<file path="src/rtl/synth_pkg.sv">
// Shared types and sizes for the synth voice path: note-table entry layout and sequencer states.
package synth_pkg;

   localparam int N       = 8;
   localparam int STEPS   = 16;
   localparam int DUR_W   = 8;
   localparam int TEMPO_W = 16;
   localparam int AW      = $clog2(STEPS);

   typedef struct packed {
      logic             rest;
      logic [N-1:0]     pitch;
      logic [DUR_W-1:0] dur;
   } step_t;

   typedef enum logic [1:0] {
      IDLE = 2'd0,
      LOAD = 2'd1,
      PLAY = 2'd2
   } seq_state_t;

   localparam step_t STEP_RESET = '{rest: 1'b1, pitch: '0, dur: '0};

endpackage

</file>
<file path="src/rtl/note_sequencer_if.sv">
// Control-side and oscillator-side signals of the note sequencer, bundled for port lists.
interface note_sequencer_if;
   import synth_pkg::*;

   // There is no valid/ready backpressure here: wr_en, start and stop are single-cycle
   // strobes sampled on the rising clock edge and always accepted; every output is registered.
   logic               wr_en;
   logic [AW-1:0]      wr_addr;
   logic [N-1:0]       wr_pitch;
   logic [DUR_W-1:0]   wr_dur;
   logic               wr_rest;
   logic [TEMPO_W-1:0] tempo_ticks;
   logic [AW-1:0]      last_step;
   logic               loop_en;
   logic               start;
   logic               stop;

   logic               osc_ena;
   logic [N-1:0]       osc_pitch_ticks;
   logic               osc_rst;
   logic [AW-1:0]      step_idx;
   logic               busy;
   logic               done;
   seq_state_t         state_dbg;

   modport master (
      output wr_en, wr_addr, wr_pitch, wr_dur, wr_rest, tempo_ticks, last_step, loop_en,
             start, stop,
      input  osc_ena, osc_pitch_ticks, osc_rst, step_idx, busy, done, state_dbg
   );

   modport slave (
      input  wr_en, wr_addr, wr_pitch, wr_dur, wr_rest, tempo_ticks, last_step, loop_en,
             start, stop,
      output osc_ena, osc_pitch_ticks, osc_rst, step_idx, busy, done, state_dbg
   );

endinterface

</file>
<file path="src/rtl/beat_prescaler.sv">
// Beat prescaler: counts 0..period and flags the last count; a lowered period that the
// counter has already passed takes effect only after the counter wraps through its maximum.
module beat_prescaler
   import synth_pkg::*;
(
   input  logic               clk,
   input  logic               rst,
   input  logic               clr,
   input  logic [TEMPO_W-1:0] period,
   output logic               tick
);

   logic [TEMPO_W-1:0] cnt;

   assign tick = (cnt == period);

   always_ff @(posedge clk) begin
      if (rst || clr) begin
         cnt <= '0;
      end else if (tick) begin
         cnt <= '0;
      end else begin
         cnt <= cnt + TEMPO_W'(1);
      end
   end

endmodule

</file>
<file path="src/rtl/note_sequencer.sv">
// Step sequencer for one square-wave voice: plays note-table entries 0..last_step, each for
// a programmed number of beats, optionally looping.
module note_sequencer
   import synth_pkg::*;
(
   input logic              clk,
   input logic              rst,
   note_sequencer_if.slave  bus
);

   step_t            table_q [STEPS];
   step_t            rd;
   seq_state_t       state;
   logic [AW-1:0]    step_q;
   logic [AW-1:0]    last_q;
   logic [DUR_W-1:0] beat_cnt;
   logic [DUR_W-1:0] cur_dur;
   logic [N-1:0]     pitch_q;
   logic             ena_q;
   logic             orst_q;
   logic             busy_q;
   logic             done_q;
   logic             beat;

   assign rd = table_q[step_q];

   always_ff @(posedge clk) begin
      if (rst) begin
         for (int i = 0; i < STEPS; i++) table_q[i] <= STEP_RESET;
      end else if (bus.wr_en) begin
         table_q[bus.wr_addr] <= '{rest: bus.wr_rest, pitch: bus.wr_pitch, dur: bus.wr_dur};
      end
   end

   // Held clear outside PLAY so every note starts on a fresh beat boundary.
   beat_prescaler u_prescaler (
      .clk    (clk),
      .rst    (rst),
      .clr    (state != PLAY),
      .period (bus.tempo_ticks),
      .tick   (beat)
   );

   always_ff @(posedge clk) begin
      if (rst) begin
         state    <= IDLE;
         step_q   <= '0;
         last_q   <= '0;
         beat_cnt <= '0;
         cur_dur  <= '0;
         pitch_q  <= '0;
         ena_q    <= 1'b0;
         orst_q   <= 1'b0;
         busy_q   <= 1'b0;
         done_q   <= 1'b0;
      end else begin
         orst_q <= 1'b0;
         done_q <= 1'b0;
         case (state)
            IDLE: begin
               if (bus.start && !bus.stop) begin
                  state  <= LOAD;
                  step_q <= '0;
                  last_q <= bus.last_step;
                  busy_q <= 1'b1;
               end
            end
            LOAD, PLAY: begin
               // stop outranks restart, which outranks the natural note end.
               if (bus.stop) begin
                  state  <= IDLE;
                  ena_q  <= 1'b0;
                  busy_q <= 1'b0;
               end else if (bus.start) begin
                  state  <= LOAD;
                  step_q <= '0;
                  last_q <= bus.last_step;
                  ena_q  <= 1'b0;
               end else if (state == LOAD) begin
                  state    <= PLAY;
                  pitch_q  <= rd.pitch;
                  ena_q    <= ~rd.rest;
                  orst_q   <= 1'b1;
                  cur_dur  <= rd.dur;
                  beat_cnt <= '0;
               end else if (beat) begin
                  if (beat_cnt == cur_dur) begin
                     ena_q <= 1'b0;
                     if (step_q != last_q) begin
                        step_q <= step_q + AW'(1);
                        state  <= LOAD;
                     end else if (bus.loop_en) begin
                        step_q <= '0;
                        state  <= LOAD;
                     end else begin
                        state  <= IDLE;
                        busy_q <= 1'b0;
                        done_q <= 1'b1;
                     end
                  end else begin
                     beat_cnt <= beat_cnt + DUR_W'(1);
                  end
               end
            end
            default: state <= IDLE;
         endcase
      end
   end

   assign bus.osc_ena         = ena_q;
   assign bus.osc_pitch_ticks = pitch_q;
   assign bus.osc_rst         = orst_q;
   assign bus.step_idx        = step_q;
   assign bus.busy            = busy_q;
   assign bus.done            = done_q;
   assign bus.state_dbg       = state;

endmodule

</file>
<file path="src/flat_wrapper.sv">
// flat-port wrapper written by rule: the top's interface ports become plain ports
module note_sequencer_flat import synth_pkg::*;
  (clk, rst, bus_wr_en, bus_wr_addr, bus_wr_pitch, bus_wr_dur, bus_wr_rest, bus_tempo_ticks, bus_last_step, bus_loop_en, bus_start, bus_stop, bus_osc_ena, bus_osc_pitch_ticks, bus_osc_rst, bus_step_idx, bus_busy, bus_done, bus_state_dbg);
  note_sequencer_if bus_i ();
  input logic clk;
  input logic rst;
  input wire logic [$bits(bus_i.wr_en)-1:0] bus_wr_en;
  input wire logic [$bits(bus_i.wr_addr)-1:0] bus_wr_addr;
  input wire logic [$bits(bus_i.wr_pitch)-1:0] bus_wr_pitch;
  input wire logic [$bits(bus_i.wr_dur)-1:0] bus_wr_dur;
  input wire logic [$bits(bus_i.wr_rest)-1:0] bus_wr_rest;
  input wire logic [$bits(bus_i.tempo_ticks)-1:0] bus_tempo_ticks;
  input wire logic [$bits(bus_i.last_step)-1:0] bus_last_step;
  input wire logic [$bits(bus_i.loop_en)-1:0] bus_loop_en;
  input wire logic [$bits(bus_i.start)-1:0] bus_start;
  input wire logic [$bits(bus_i.stop)-1:0] bus_stop;
  output wire logic [$bits(bus_i.osc_ena)-1:0] bus_osc_ena;
  output wire logic [$bits(bus_i.osc_pitch_ticks)-1:0] bus_osc_pitch_ticks;
  output wire logic [$bits(bus_i.osc_rst)-1:0] bus_osc_rst;
  output wire logic [$bits(bus_i.step_idx)-1:0] bus_step_idx;
  output wire logic [$bits(bus_i.busy)-1:0] bus_busy;
  output wire logic [$bits(bus_i.done)-1:0] bus_done;
  output wire logic [$bits(bus_i.state_dbg)-1:0] bus_state_dbg;
  assign bus_i.wr_en = bus_wr_en;
  assign bus_i.wr_addr = bus_wr_addr;
  assign bus_i.wr_pitch = bus_wr_pitch;
  assign bus_i.wr_dur = bus_wr_dur;
  assign bus_i.wr_rest = bus_wr_rest;
  assign bus_i.tempo_ticks = bus_tempo_ticks;
  assign bus_i.last_step = bus_last_step;
  assign bus_i.loop_en = bus_loop_en;
  assign bus_i.start = bus_start;
  assign bus_i.stop = bus_stop;
  assign bus_osc_ena = bus_i.osc_ena;
  assign bus_osc_pitch_ticks = bus_i.osc_pitch_ticks;
  assign bus_osc_rst = bus_i.osc_rst;
  assign bus_step_idx = bus_i.step_idx;
  assign bus_busy = bus_i.busy;
  assign bus_done = bus_i.done;
  assign bus_state_dbg = bus_i.state_dbg;
  note_sequencer u_core (.clk(clk), .rst(rst), .bus(bus_i));
endmodule
</file>
<file path="config.mk">
export PLATFORM = sky130hd
export DESIGN_NAME = note_sequencer_flat
export DESIGN_NICKNAME = d
export VERILOG_FILES = /design/src/rtl/synth_pkg.sv /design/src/rtl/note_sequencer_if.sv /design/src/rtl/beat_prescaler.sv /design/src/rtl/note_sequencer.sv /design/src/flat_wrapper.sv
export SDC_FILE = /design/constraint.sdc
export NUM_CORES = 1
export LEC_CHECK = 0
export BUFFER_PORTS_ARGS = -buffer_cell sky130_fd_sc_hd__buf_2
export CORE_MARGIN = 4
export CORE_UTILIZATION = 50
export CTS_BUF_LIST = sky130_fd_sc_hd__clkbuf_16
export DETAILED_ROUTE_END_ITERATION = 12
export GPL_TIMING_DRIVEN = 0
export PLACE_DENSITY_LB_ADDON = 0.08
export SLEW_MARGIN = 20
export SYNTH_ARGS = -nofsm -noshare
export SYNTH_HDL_FRONTEND = slang
export SYNTH_SLANG_ARGS = --single-unit
</file>
<file path="constraint.sdc">
create_clock -name clk -period 3.7 [get_ports clk]
set_input_delay 0.37 -clock clk [delete_from_list [all_inputs] [get_ports clk]]
set_output_delay 0.37 -clock clk [all_outputs]
set_load 0.01 [all_outputs]
</file>
; ---- After elaboration in Yosys (flattened, before gate mapping)
; Memory sizes are Yosys's and may differ from the RTL's. A register that Yosys moved wholly into a read port is not among the register bits.
; Cells that the tools add are included.
; W data, S select, Z words.
[word_totals]
ramBits = 272
register_bits = 54
mem_count = 1
wordCells = 114
out_inout_bits = 18
in_bits = 47
[classes]
n_bitwise = 6
add_sub_neg = 3
n_eq_ne = 22
reduce_logical = 20
muxes = 51
[mem_list]
columns = name, words, width, rd, rd_ports_with_merged_regs, write_ports, line_no
row1 = u_core.table_q, 16, 17, 1, 1, 16, note_sequencer.sv:11  ; step_t table_q [STEPS];
[op_table]
columns = cell, count
row1 = $mux W4, 14
row2 = $mux W8, 3
row3 = $mux W1, 22
row4 = $mux W17, 1
row5 = $reduce_or A17 Y1, 1
row6 = $add A16 B1 Y16 const B, 1
row7 = $eq A16 B16 Y1, 1
row8 = $pmux W4 S2, 2
row9 = $ne A3 B3 Y1 const B, 5
row10 = $mux W2, 7
row11 = $ne A3 B2 Y1 const B, 4
row12 = $ne A5 B3 Y1 const B, 2
row13 = $add A8 B1 Y8 const B, 1
row14 = $eq A8 B8 Y1, 1
row15 = $reduce_and A4 Y1, 2
row16 = $reduce_and A8 Y1, 1
row17 = $reduce_bool A4 Y1, 2
row18 = $reduce_or A8 Y1, 1
row19 = $reduce_and A7 Y1, 1
row20 = $ne A2 B2 Y1 const B, 3
row21 = $not A1 Y1, 6
row22 = $reduce_and A3 Y1, 2
row23 = $reduce_and A5 Y1, 1
row24 = $add A4 B1 Y4 const B, 1
row25 = other kinds (14), 17

; ---- Depth between registers and ports, before layout
; Gate-level depths: netlist of run 1.
[logic_depth]
word_depth = 10
depth_mapped = 8
mapped_depth_nobuf = 7

; ---- Cells and area by module
; A second synthesis of run 1 with hierarchy kept.
[hier_totals]
hier_cells = 1057
hier_area_um2 = 15115.7
[modules_own_cells]
columns = mod, n_inst, area_per_inst_um2, cells_per_inst
row1 = note_sequencer, 1, 14197.4, 958
row2 = beat_prescaler, 1, 918.4, 99

; ---- Worst setup path before layout of run 1
; OpenSTA, ideal clock, no wires.
[synth_timing]
path_type = in2reg
from = in rst
to = mem u_core.table_q[1][0] in the netlist's numbering, enable pin
n_path_buf = 2
stages = 6
t_required_ps = 3285
arrival_time_ps = 2429
slack_ps = 856
cell_sequence = clkbuf_1 -> inv_2 -> nand2_1 -> or3_1 -> clkbuf_1 -> o21ai_0
[synth_lines]
columns = element, line_no
row1 = from (decl), flat_wrapper.sv:6  ; input logic rst;
row2 = to (decl), note_sequencer.sv:11

==> results of run 1 <==
registers in the layout, indices dropped and copies added, names as in the netlist, named ones only:
| name | count |
|---|---|
| u_core.bus.state_dbg | 2 |
| u_core.table_q | 272 |
| u_core.cur_dur | 8 |
| u_core.bus.step_idx | 4 |
| u_core.last_q | 4 |
| u_core.bus.osc_pitch_ticks | 8 |
| u_core.bus.busy | 1 |
| u_core.bus.osc_ena | 1 |
| u_core.u_prescaler.cnt | 16 |
| u_core.beat_cnt | 8 |
| u_core.bus.osc_rst | 1 |
| u_core.bus.done | 1 |
area by class of cell:
cell class	count	area [µm²]
Timing Repair Buffer	74	447
Clock buffer	41	1030
Antenna cell	2	5.00
Multi-Input combinational cell	655	5560
Buffer	72	283
Tap cell	390	488
Inverter	9	33.8
Fill cell	2386	12400
Clock inverter	27	169
Sequential cell	330	9330
critical path: stages, from the launching register on:
cell	delay [ps]
dfxtp_1	480
clkbuf_1	670
clkbuf_1	660
mux4_2	450
mux4_2	540
nand2_1	130
a21oi_1	70
per-stage QoR:
stage                     hold WS, ps  TNS, ps
after floorplan                   447        0
after global placement            443   -46610
after detailed placement          446        0
after CTS                        78.8        0
after global routing             94.0        0
final                            89.9        0
report_power, final:
part	switching (W)	internal, W	total, W
combinational	0.000358	0.000203	0.000561
sequential	0.0000618	0.00421	0.00427
clock	0.00146	0.00213	0.00359
path summary, 6_finish.rpt:
kind,endpoint,slack (ps),cells after the start
setup / recovery,u_core.cur_dur[6],510,6
hold / removal,u_core.last_q[2],90,3
setup reg to reg,u_core.cur_dur[6],510,6
hold reg to reg,u_core.bus.osc_pitch_ticks[5],450,2
cell families after synthesis:
kind of cell / synth area share
simple gates: 0.171
flops: 0.616
mux: 0.132
buf+inv: 0.0209
compound gates: 0.0288
xor+xnor: 0.0243
fa+ha+maj: 0.00744
cell usage in the layout (no fill, tap or decap), drive strengths merged, types with 2 or more instances in the layout:
master / instances
bufinv: 2
inv: 12
and3: 10
nor3: 8
nand2: 51
or2: 6
clkbuf: 102
o21ai: 14
dfxtp: 58
xnor2: 12
ha: 9
nand3: 11
clkinv: 22
mux4: 85
o31ai: 4
edfxtp: 272
a21oi: 28
buf: 85
mux2i: 7
or3: 16
nand3b: 3
nor2b: 3
nor4: 8
o22ai: 4
or4: 2
o311ai: 2
xor2: 30
nor2: 44
nand2b: 8
nand4: 8
o211ai: 6
and2: 259
diode: 2
per-layer routing:
metal  GRT usage  up-vias  share of wire
li1            -     4145              -
met1       0.330     4580           0.46
met2       0.340      227           0.47
met3      0.0292       54          0.052
met4      0.0507        0          0.020
met5           0        -              0
==> qor.txt, run 1 <==
Fin crit share: 0.863
Final core occ: 0.584
DP Cell Count: 1530
Fin nets: 1236
RePlAce Congestion: 0.790
Total CTS buffers: 38
Synth top area cells: edfxtp_1 54%, mux4_2 13%, and2_1 11%, dfxtp_1 7.7%, xor2_1 1.7%
Slew at the pin closest to its max-slew limit: 962 ps
Mapped Area: 15100 µm²
Io pins: 65
Final setup margin: 507 ps
Sequential area share after synthesis: 0.616
Number of flops mapped to enable cells by yosys: 272
Gate Count Post-Synth: 1066
# H-tree levels: 2
Crit path launch type: register
Clock sinks: 330
Placed cell area: 16100 µm²
Fmax: 313 MHz
Post-CTS Resized: 0
Die Span Y: 182 µm
Area of the core: 29700 µm²
Synth cell types: 54
Hold Buf Count CTS: 0
Die Span X: 182 µm
First-pass GRT wire length: 55.1 mm
Drt first pass iters: 5
Setup Slack @ Placement: 530 ps
Tmin final: 3190 ps
Initial antenna violation count: 2
CTS tree: done
Synth top area share: 0.540
Root Driver: clkbuf_16
Synthesized Nets: 1122
Final setup violation count: 0
Hold Startpoint: bus_last_step[2]
Port bufs: 63
Asr flop ratio synth: 0
Synthesized flop and latch total: 330
Fin. Hold Viols: 0
Leakage: 6.04 nW
Finished Cell Area: 17300 µm²
Total global-route track usage: 0.218
Detailed Route WL: 35.6 mm
CP arrival: 3550 ps
Reg clk slew, reported paths: 60 ps
Max-capacitance violation count: 0
Detail Placement HPWL: 25.1 mm
Fin Clk Skew: 12.6 ps
Via density: 5.63
# DRC: 0
Rows: 63
Synth-to-layout area growth: 14.5%
Power Total: 0.00842 W
Top FF cell, synth: edfxtp_1
Worst setup EP type: register
Gr ovfl total: 0
Layout cell share with drive strength beyond 1: 0.213
Number of global-route vias before repair: 9092
Post-route ant nets: 0
Layout Cells excl Fill: 1600
Post-synth top cells: 272 x edfxtp_1, 259 x and2_1, 85 x mux4_2
WL/cell: 22.3 µm
Avg Inst Size Synth: 14.2 µm²
Full die area: 33100 µm²
Vias: 9006
Fin. max-slew vios: 0
Yosys top cell by area: edfxtp_1
RSZ-0062 raised after global routing: no
Initial DRC Count: 746
Number of buffers added for setup after CTS: 0
Clk_lat worst skew: 520 ps
IR drop worst, VDD: 0.000285 V
Status: finished, final reports clean
Power per cell area: 486 nW/µm²
CP Max Fanout: 10
Hold crit path type: input port to register
Setup Crit Path Kind: register to register
Initial Util: 0.509
Most numerous cell in the Yosys netlist: edfxtp_1
Synth warn: 0
Worst EP required: 4060 ps
Largest net degree at the start of global routing: 18
Clock buffer depth: 3
Max-slew headroom: 0.359
No activity file was read; power rests on OpenSTA's default activity.
==> run 2: changes to the inputs <==
Settings changed: CORE_UTILIZATION 50 to 60.
Clock period 3.7 ns to 3.5 ns, I/O delays scaled along.
==> run 2 against run 1 <==
Utilization up 11 points. Die area is 16% lower. Design area is 1.3% lower. Clock power is 5% lower. Worst setup slack got worse by 150 ps. Sequential power increased by 5.6%. Critical path depth is the same. Global-route usage rose by 3.4 points. Worst hold slack worse by 8.0 ps. Critical endpoint is now u_core.bus.osc_pitch_ticks[3].
==> qor.txt, run 2 (synthesized netlist as in run 1, its figures left out) <==
Setup Crit Path Kind: register to register (unchanged)
Tmin final: 3150 ps (was 3190 ps)
Number of buffers added for setup after CTS: 0 (unchanged)
Vias: 9090 (was 9006)
Max FFs per register: 272 (unchanged)
Full die area: 27800 µm² (was 33100 µm²)
Status: finished, final reports clean (unchanged)
Gr ovfl total: 0 (unchanged)
CP Max Fanout: 10 (unchanged)
Drt first pass iters: 5 (unchanged)
# H-tree levels: 2 (unchanged)
Fin. Hold Viols: 0 (unchanged)
Post-route ant nets: 0 (unchanged)
Detailed Route WL: 34.5 mm (was 35.6 mm)
Finished Cell Area: 17100 µm² (was 17300 µm²)
Max-slew headroom: 0.376 (was 0.359)
Rows: 57 (was 63)
Max-capacitance violation count: 0 (unchanged)
Clk_lat worst skew: 510 ps (was 520 ps)
Reg area: 9330 µm² (unchanged)
Commonest non-fill, non-tap cells in the layout: 272 x edfxtp_1, 259 x and2_1, 85 x mux4_2, 73 x buf_2, 61 x clkbuf_1 (unchanged)
Total global-route track usage: 0.252 (was 0.218)
R2R Setup Slk: 350 ps (was 510 ps)
Multi-input logic area: 5580 µm² (was 5560 µm²)
Fmax: 318 MHz (was 313 MHz)
Fill count: 1714 (was 2386)
Worst path slowest cell: buf_1 (was clkbuf_1)
CP arrival: 3510 ps (was 3550 ps)
Root Driver: clkbuf_16 (unchanged)
Crit path launch type: register (unchanged)
CP max stage delay: 770 ps (was 670 ps)
Top reg by flops: u_core.table_q (unchanged)
RePlAce Congestion: 0.798 (was 0.790)
Clock sinks: 330 (unchanged)
Hold crit path type: input port to register (unchanged)
RSZ-0062 raised after global routing: no (unchanged)
Fin crit share: 0.899 (was 0.863)
Final hold slack: 81.9 ps (was 89.9 ps)
Cells along the critical path: clkbuf_1 -> buf_1 -> mux4_2 -> mux4_2 -> nand2_1 -> a21oi_1 (was clkbuf_1 -> clkbuf_1 -> mux4_2 -> mux4_2 -> nand2_1 -> a21oi_1)
Slew at the pin closest to its max-slew limit: 936 ps (was 962 ps)
Initial Util: 0.615 (was 0.509)
Commonest non-fill, non-tap cell in the layout: edfxtp_1 (unchanged)
First-pass GRT wire length: 54.0 mm (was 55.1 mm)
Initial DRC Count: 859 (was 746)
Detail Placement HPWL: 24.3 mm (was 25.1 mm)
Largest net degree at the start of global routing: 18 (unchanged)
# diodes: 0 (was 2)
Port bufs: 63 (unchanged)
WL/cell: 22.6 µm (was 22.3 µm)
Placed cell area: 16000 µm² (was 16100 µm²)
Number of global-route vias before repair: 9220 (was 9092)
Layout cell share with drive strength beyond 1: 0.201 (was 0.213)
Reg clk slew, reported paths: 60 ps (about the same)
Post-CTS Resized: 0 (unchanged)
Via density: 5.96 (was 5.63)
Leakage: 6.00 nW (was 6.04 nW)
IR drop worst, VDD: 0.000445 V (was 0.000285 V)
Worst EP required: 3860 ps (was 4060 ps)
Final setup violation count: 0 (unchanged)
Total CTS buffers: 35 (was 38)
Cell with the most instances on the worst path: mux4_2
# DRC: 0 (unchanged)
CTS tree: done (unchanged)
Fin nets: 1231 (was 1236)
Hold Buf Count CTS: 0 (unchanged)
Fin Clk Skew: 19.3 ps (was 12.6 ps)
Die Span Y: 167 µm (was 182 µm)
Io pins: 65 (unchanged)
Die Span X: 167 µm (was 182 µm)
Power per cell area: 498 nW/µm² (was 486 nW/µm²)
Worst setup EP type: register (unchanged)
Largest registers: u_core.table_q (272), u_core.u_prescaler.cnt (16) (unchanged)
Clock buffer depth: 3 (unchanged)
Synth-to-layout area growth: 13.0% (was 14.5%)
Area of the core: 24600 µm² (was 29700 µm²)
Fin. max-slew vios: 0 (unchanged)
Initial antenna violation count: 3 (was 2)
-- run 2: changes by cell type in the layout (fill, tap and decap cells not counted), sizes merged --
cell and delta:
inv +13, clkinv -13, bufinv -1, diode -2, buf -2, clkbuf -4
-- run 2: layer usage --
metal / track usage / share of wire / vias to the layer above
met4: 0.0566 / 0.016 / 0
met1: 0.370 / 0.43 / 4597
met2: 0.402 / 0.48 / 315
li1: - / - / 4135
met3: 0.0436 / 0.072 / 43
met5: 0 / 0 / -
-- run 2: per-stage QoR --
step / power, W / setup WS, ps / util / cells / TNS (ps)
after floorplan: 0.00493 / 676 / - / 1066 / 0
after global placement: 0.00514 / -743 / 0.645 / 1453 / -72030
after detailed placement: 0.00518 / 319 / 0.652 / 1462 / 0
after CTS: 0.00856 / 343 / 0.695 / 1525 / 0
after global routing: 0.00882 / 251 / 0.696 / 1525 / 0
final: 0.00852 / 354 / 0.696 / 1525 / 0
-- run 2: worst paths after layout --
| kind | startpoint | endpoint | cells past startpoint |
|---|---|---|---|
| max | register | u_core.bus.osc_pitch_ticks[3] | 6 |
| min | bus_last_step[1] | u_core.last_q[1] | 3 |
| max reg2reg | register | u_core.bus.osc_pitch_ticks[3] | 6 |
| min reg2reg | u_core.bus.osc_pitch_ticks[4] | u_core.bus.osc_pitch_ticks[4] | 2 |
-- run 2: final cells by class --
type,instances,share of cell area
tap,324,0.0237
sequential,330,0.545
buffer,72,0.0165
inverter,9,0.00197
clock buffer,37,0.0541
multi-input combinational,655,0.326
timing repair buffer,72,0.0252
clock inverter,26,0.00753
-- run 2: critical path, delay by kind of cell, from the launching register on --
| kind | cells | cell delay [ps] |
|---|---|---|
| AO/OA/AOI/OAI | 1 | 80 |
| multiplexers | 2 | 910 |
| flip-flops | 1 | 500 |
| buffers and inverters | 2 | 1390 |
| AND/OR/NAND/NOR | 1 | 110 |
-- run 2: power by group --
| group | switching, W | internal, W | total [W] |
|---|---|---|---|
| clock | 0.00145 | 0.00197 | 0.00342 |
| sequential | 0.0000657 | 0.00445 | 0.00451 |
| combinational | 0.000373 | 0.000214 | 0.000587 |
| total | 0.00189 | 0.00663 | 0.00852 |
==> run 3: changes to the inputs <==
Settings changed: REMOVE_ABC_BUFFERS set to 1.
==> run 3 against run 2 <==
Cell count shrank 4.0%. Worst hold slack got worse by 7.9 ps. First-iteration DRC count grew 4.3%. Global-route usage decreased by 1.9 points. Sequential cell count unchanged. Register-to-register slack improved by 620 ps. Clock power grew 1%. Largest cell class unchanged. Highest routed layer unchanged. Clock skew down 10 ps. Sequential power is essentially flat. Critical path type is now input port to register.
==> qor.txt, run 3 (synthesized netlist as in run 1, its figures left out) <==
Final setup violation count: 0 (unchanged)
Number of global-route vias before repair: 8869 (was 9220)
WL/cell: 21.7 µm (was 22.6 µm)
RSZ-0062 raised after global routing: no (unchanged)
Gr ovfl total: 0 (unchanged)
Largest net degree at the start of global routing: 46 (was 18)
Hold crit path type: input port to register (unchanged)
Total global-route track usage: 0.233 (was 0.252)
Worst setup EP type: register (unchanged)
Area of the core: 24600 µm² (unchanged)
CTS tree: done (unchanged)
Max-capacitance violation count: 0 (unchanged)
Reg clk slew, reported paths: 60 ps (about the same)
Setup Crit Path Kind: input port to register (was register to register)
Power per cell area: 503 nW/µm² (was 498 nW/µm²)
Initial antenna violation count: 1 (was 3)
IR drop worst, VDD: 0.000419 V (was 0.000445 V)
Fin crit share: 0.940 (was 0.899)
Root Driver: clkbuf_16 (unchanged)
Fin Clk Skew: 9.12 ps (was 19.3 ps)
Fin. Hold Viols: 0 (unchanged)
# DRC: 0 (unchanged)
Slew at the pin closest to its max-slew limit: 1120 ps (was 936 ps)
Clock sinks: 330 (unchanged)
Die Span X: 167 µm (unchanged)
First-pass GRT wire length: 50.7 mm (was 54.0 mm)
Hold path depth: 3 (unchanged)
Io pins: 65 (unchanged)
Worst EP required: 3660 ps (was 3860 ps)
Full die area: 27800 µm² (unchanged)
Detailed Route WL: 31.8 mm (was 34.5 mm)
CP arrival: 3450 ps (was 3510 ps)
Clock buffer depth: 3 (unchanged)
Commonest non-fill, non-tap cell in the layout: edfxtp_1 (unchanged)
Layout cell share with drive strength beyond 1: 0.230 (was 0.201)
Fin. max-slew vios: 0 (unchanged)
# H-tree levels: 2 (unchanged)
Max FFs per register: 272 (unchanged)
Fill count: 1717 (was 1714)
Die Span Y: 167 µm (unchanged)
Finished Cell Area: 17000 µm² (was 17100 µm²)
Port bufs: 64 (was 63)
Rows: 57 (unchanged)
DP Cell Count: 1401 (was 1462)
Top reg by flops: u_core.table_q (unchanged)
Leakage: 5.92 nW (was 6.00 nW)
Vias: 8639 (was 9090)
CP Max Fanout: 45 (was 10)
Commonest non-fill, non-tap cells in the layout: 272 x edfxtp_1, 259 x and2_1, 85 x mux4_2, 64 x buf_2, 55 x dfxtp_1 (was 272 x edfxtp_1, 259 x and2_1, 85 x mux4_2, 73 x buf_2, 61 x clkbuf_1)
Layout Cells excl Fill: 1464 (was 1525)
Via density: 5.90 (was 5.96)
Hold Buf Count CTS: 0 (unchanged)
Power Total: 0.00854 W (was 0.00852 W)
Fmax: 304 MHz (was 318 MHz)
Total CTS buffers: 35 (unchanged)
Post-route ant nets: 0 (unchanged)
Reg2Reg Depth: 6 (unchanged)
Status: finished, final reports clean (unchanged)
Largest registers: u_core.table_q (272), u_core.u_prescaler.cnt (16) (unchanged)
Tmin final: 3290 ps (was 3150 ps)
Synth-to-layout area growth: 12.2% (was 13.0%)
RePlAce Congestion: 0.809 (was 0.798)
Initial DRC Count: 896 (was 859)
Detail Placement HPWL: 21.0 mm (was 24.3 mm)
Fin nets: 1170 (was 1231)
Clk_lat worst skew: 520 ps (was 510 ps)
Post-CTS Resized: 0 (unchanged)
Initial Util: 0.615 (unchanged)
Final core occ: 0.690 (was 0.696)
Max-slew headroom: 0.252 (was 0.376)
# diodes: 0 (unchanged)
Number of buffers added for setup after CTS: 0 (unchanged)
Crit path launch type: input port (was register)
Drt first pass iters: 5 (unchanged)
Placed cell area: 15900 µm² (was 16000 µm²)
==> run 3: cell count changes in the layout (fill, tap and decap cells not counted), sizes merged <==
cell / previous run / this run
clkbuf: 98 / 35
clkinv: 9 / 15
inv: 25 / 20
bufinv: 1 / 2
==> run 3: worst paths after layout <==
check,startpoint,to,slack (ps)
setup reg to reg,u_core.bus.state_dbg[0],u_core.beat_cnt[5],970
hold reg to reg,u_core.bus.osc_pitch_ticks[6],u_core.bus.osc_pitch_ticks[6],450
setup / recovery,rst,u_core.table_q[0][9],210
hold / removal,bus_last_step[1],u_core.last_q[1],70
==> run 3: area by class of cell <==
| type | instances | area [µm²] | area share |
|---|---|---|---|
| Tap cell | 324 | 405 | 0.0239 |
| Clock buffer | 35 | 876 | 0.0516 |
| Multi-Input combinational cell | 655 | 5580 | 0.328 |
| Inverter | 9 | 33.8 | 0.00199 |
| Timing Repair Buffer | 83 | 576 | 0.0339 |
| Clock inverter | 28 | 180 | 0.0106 |
| Sequential cell | 330 | 9340 | 0.550 |
==> run 3: metrics by stage <==
stage | TNS, ps | worst slack (ps) | hold WS (ps)
final | 0 | 210 | 74.0
after global routing | 0 | 3.70 | 88.7
after CTS | 0 | 276 | 71.1
after detailed placement | -5660 | -263 | 447
after global placement | -255530 | -2410 | 443
after floorplan | -12610 | -881 | 419
==> run 3: layer usage <==
layer	wire [µm]	vias up	GRT usage
li1	-	4018	-
met1	13700	4321	0.330
met2	15700	262	0.390
met3	1920	38	0.0422
met4	386	0	0.0427
met5	0	-	0
==> run 3: power breakdown <==
group	total (W)	switching, W	leakage, nW	internal [W]
logic	0.000566	0.000356	2.30	0.000209
clock network	0.00347	0.00150	0.550	0.00197
registers	0.00451	0.0000642	3.07	0.00445
total	0.00854	0.00192	5.92	0.00663
==> run 3: worst max-delay path, cell delays in order <==
cell and delay, ps:
buf_2 430, inv_2 610, nand2_1 130, or3_1 540
nor3_2 560, buf_4 310, or2_2 460
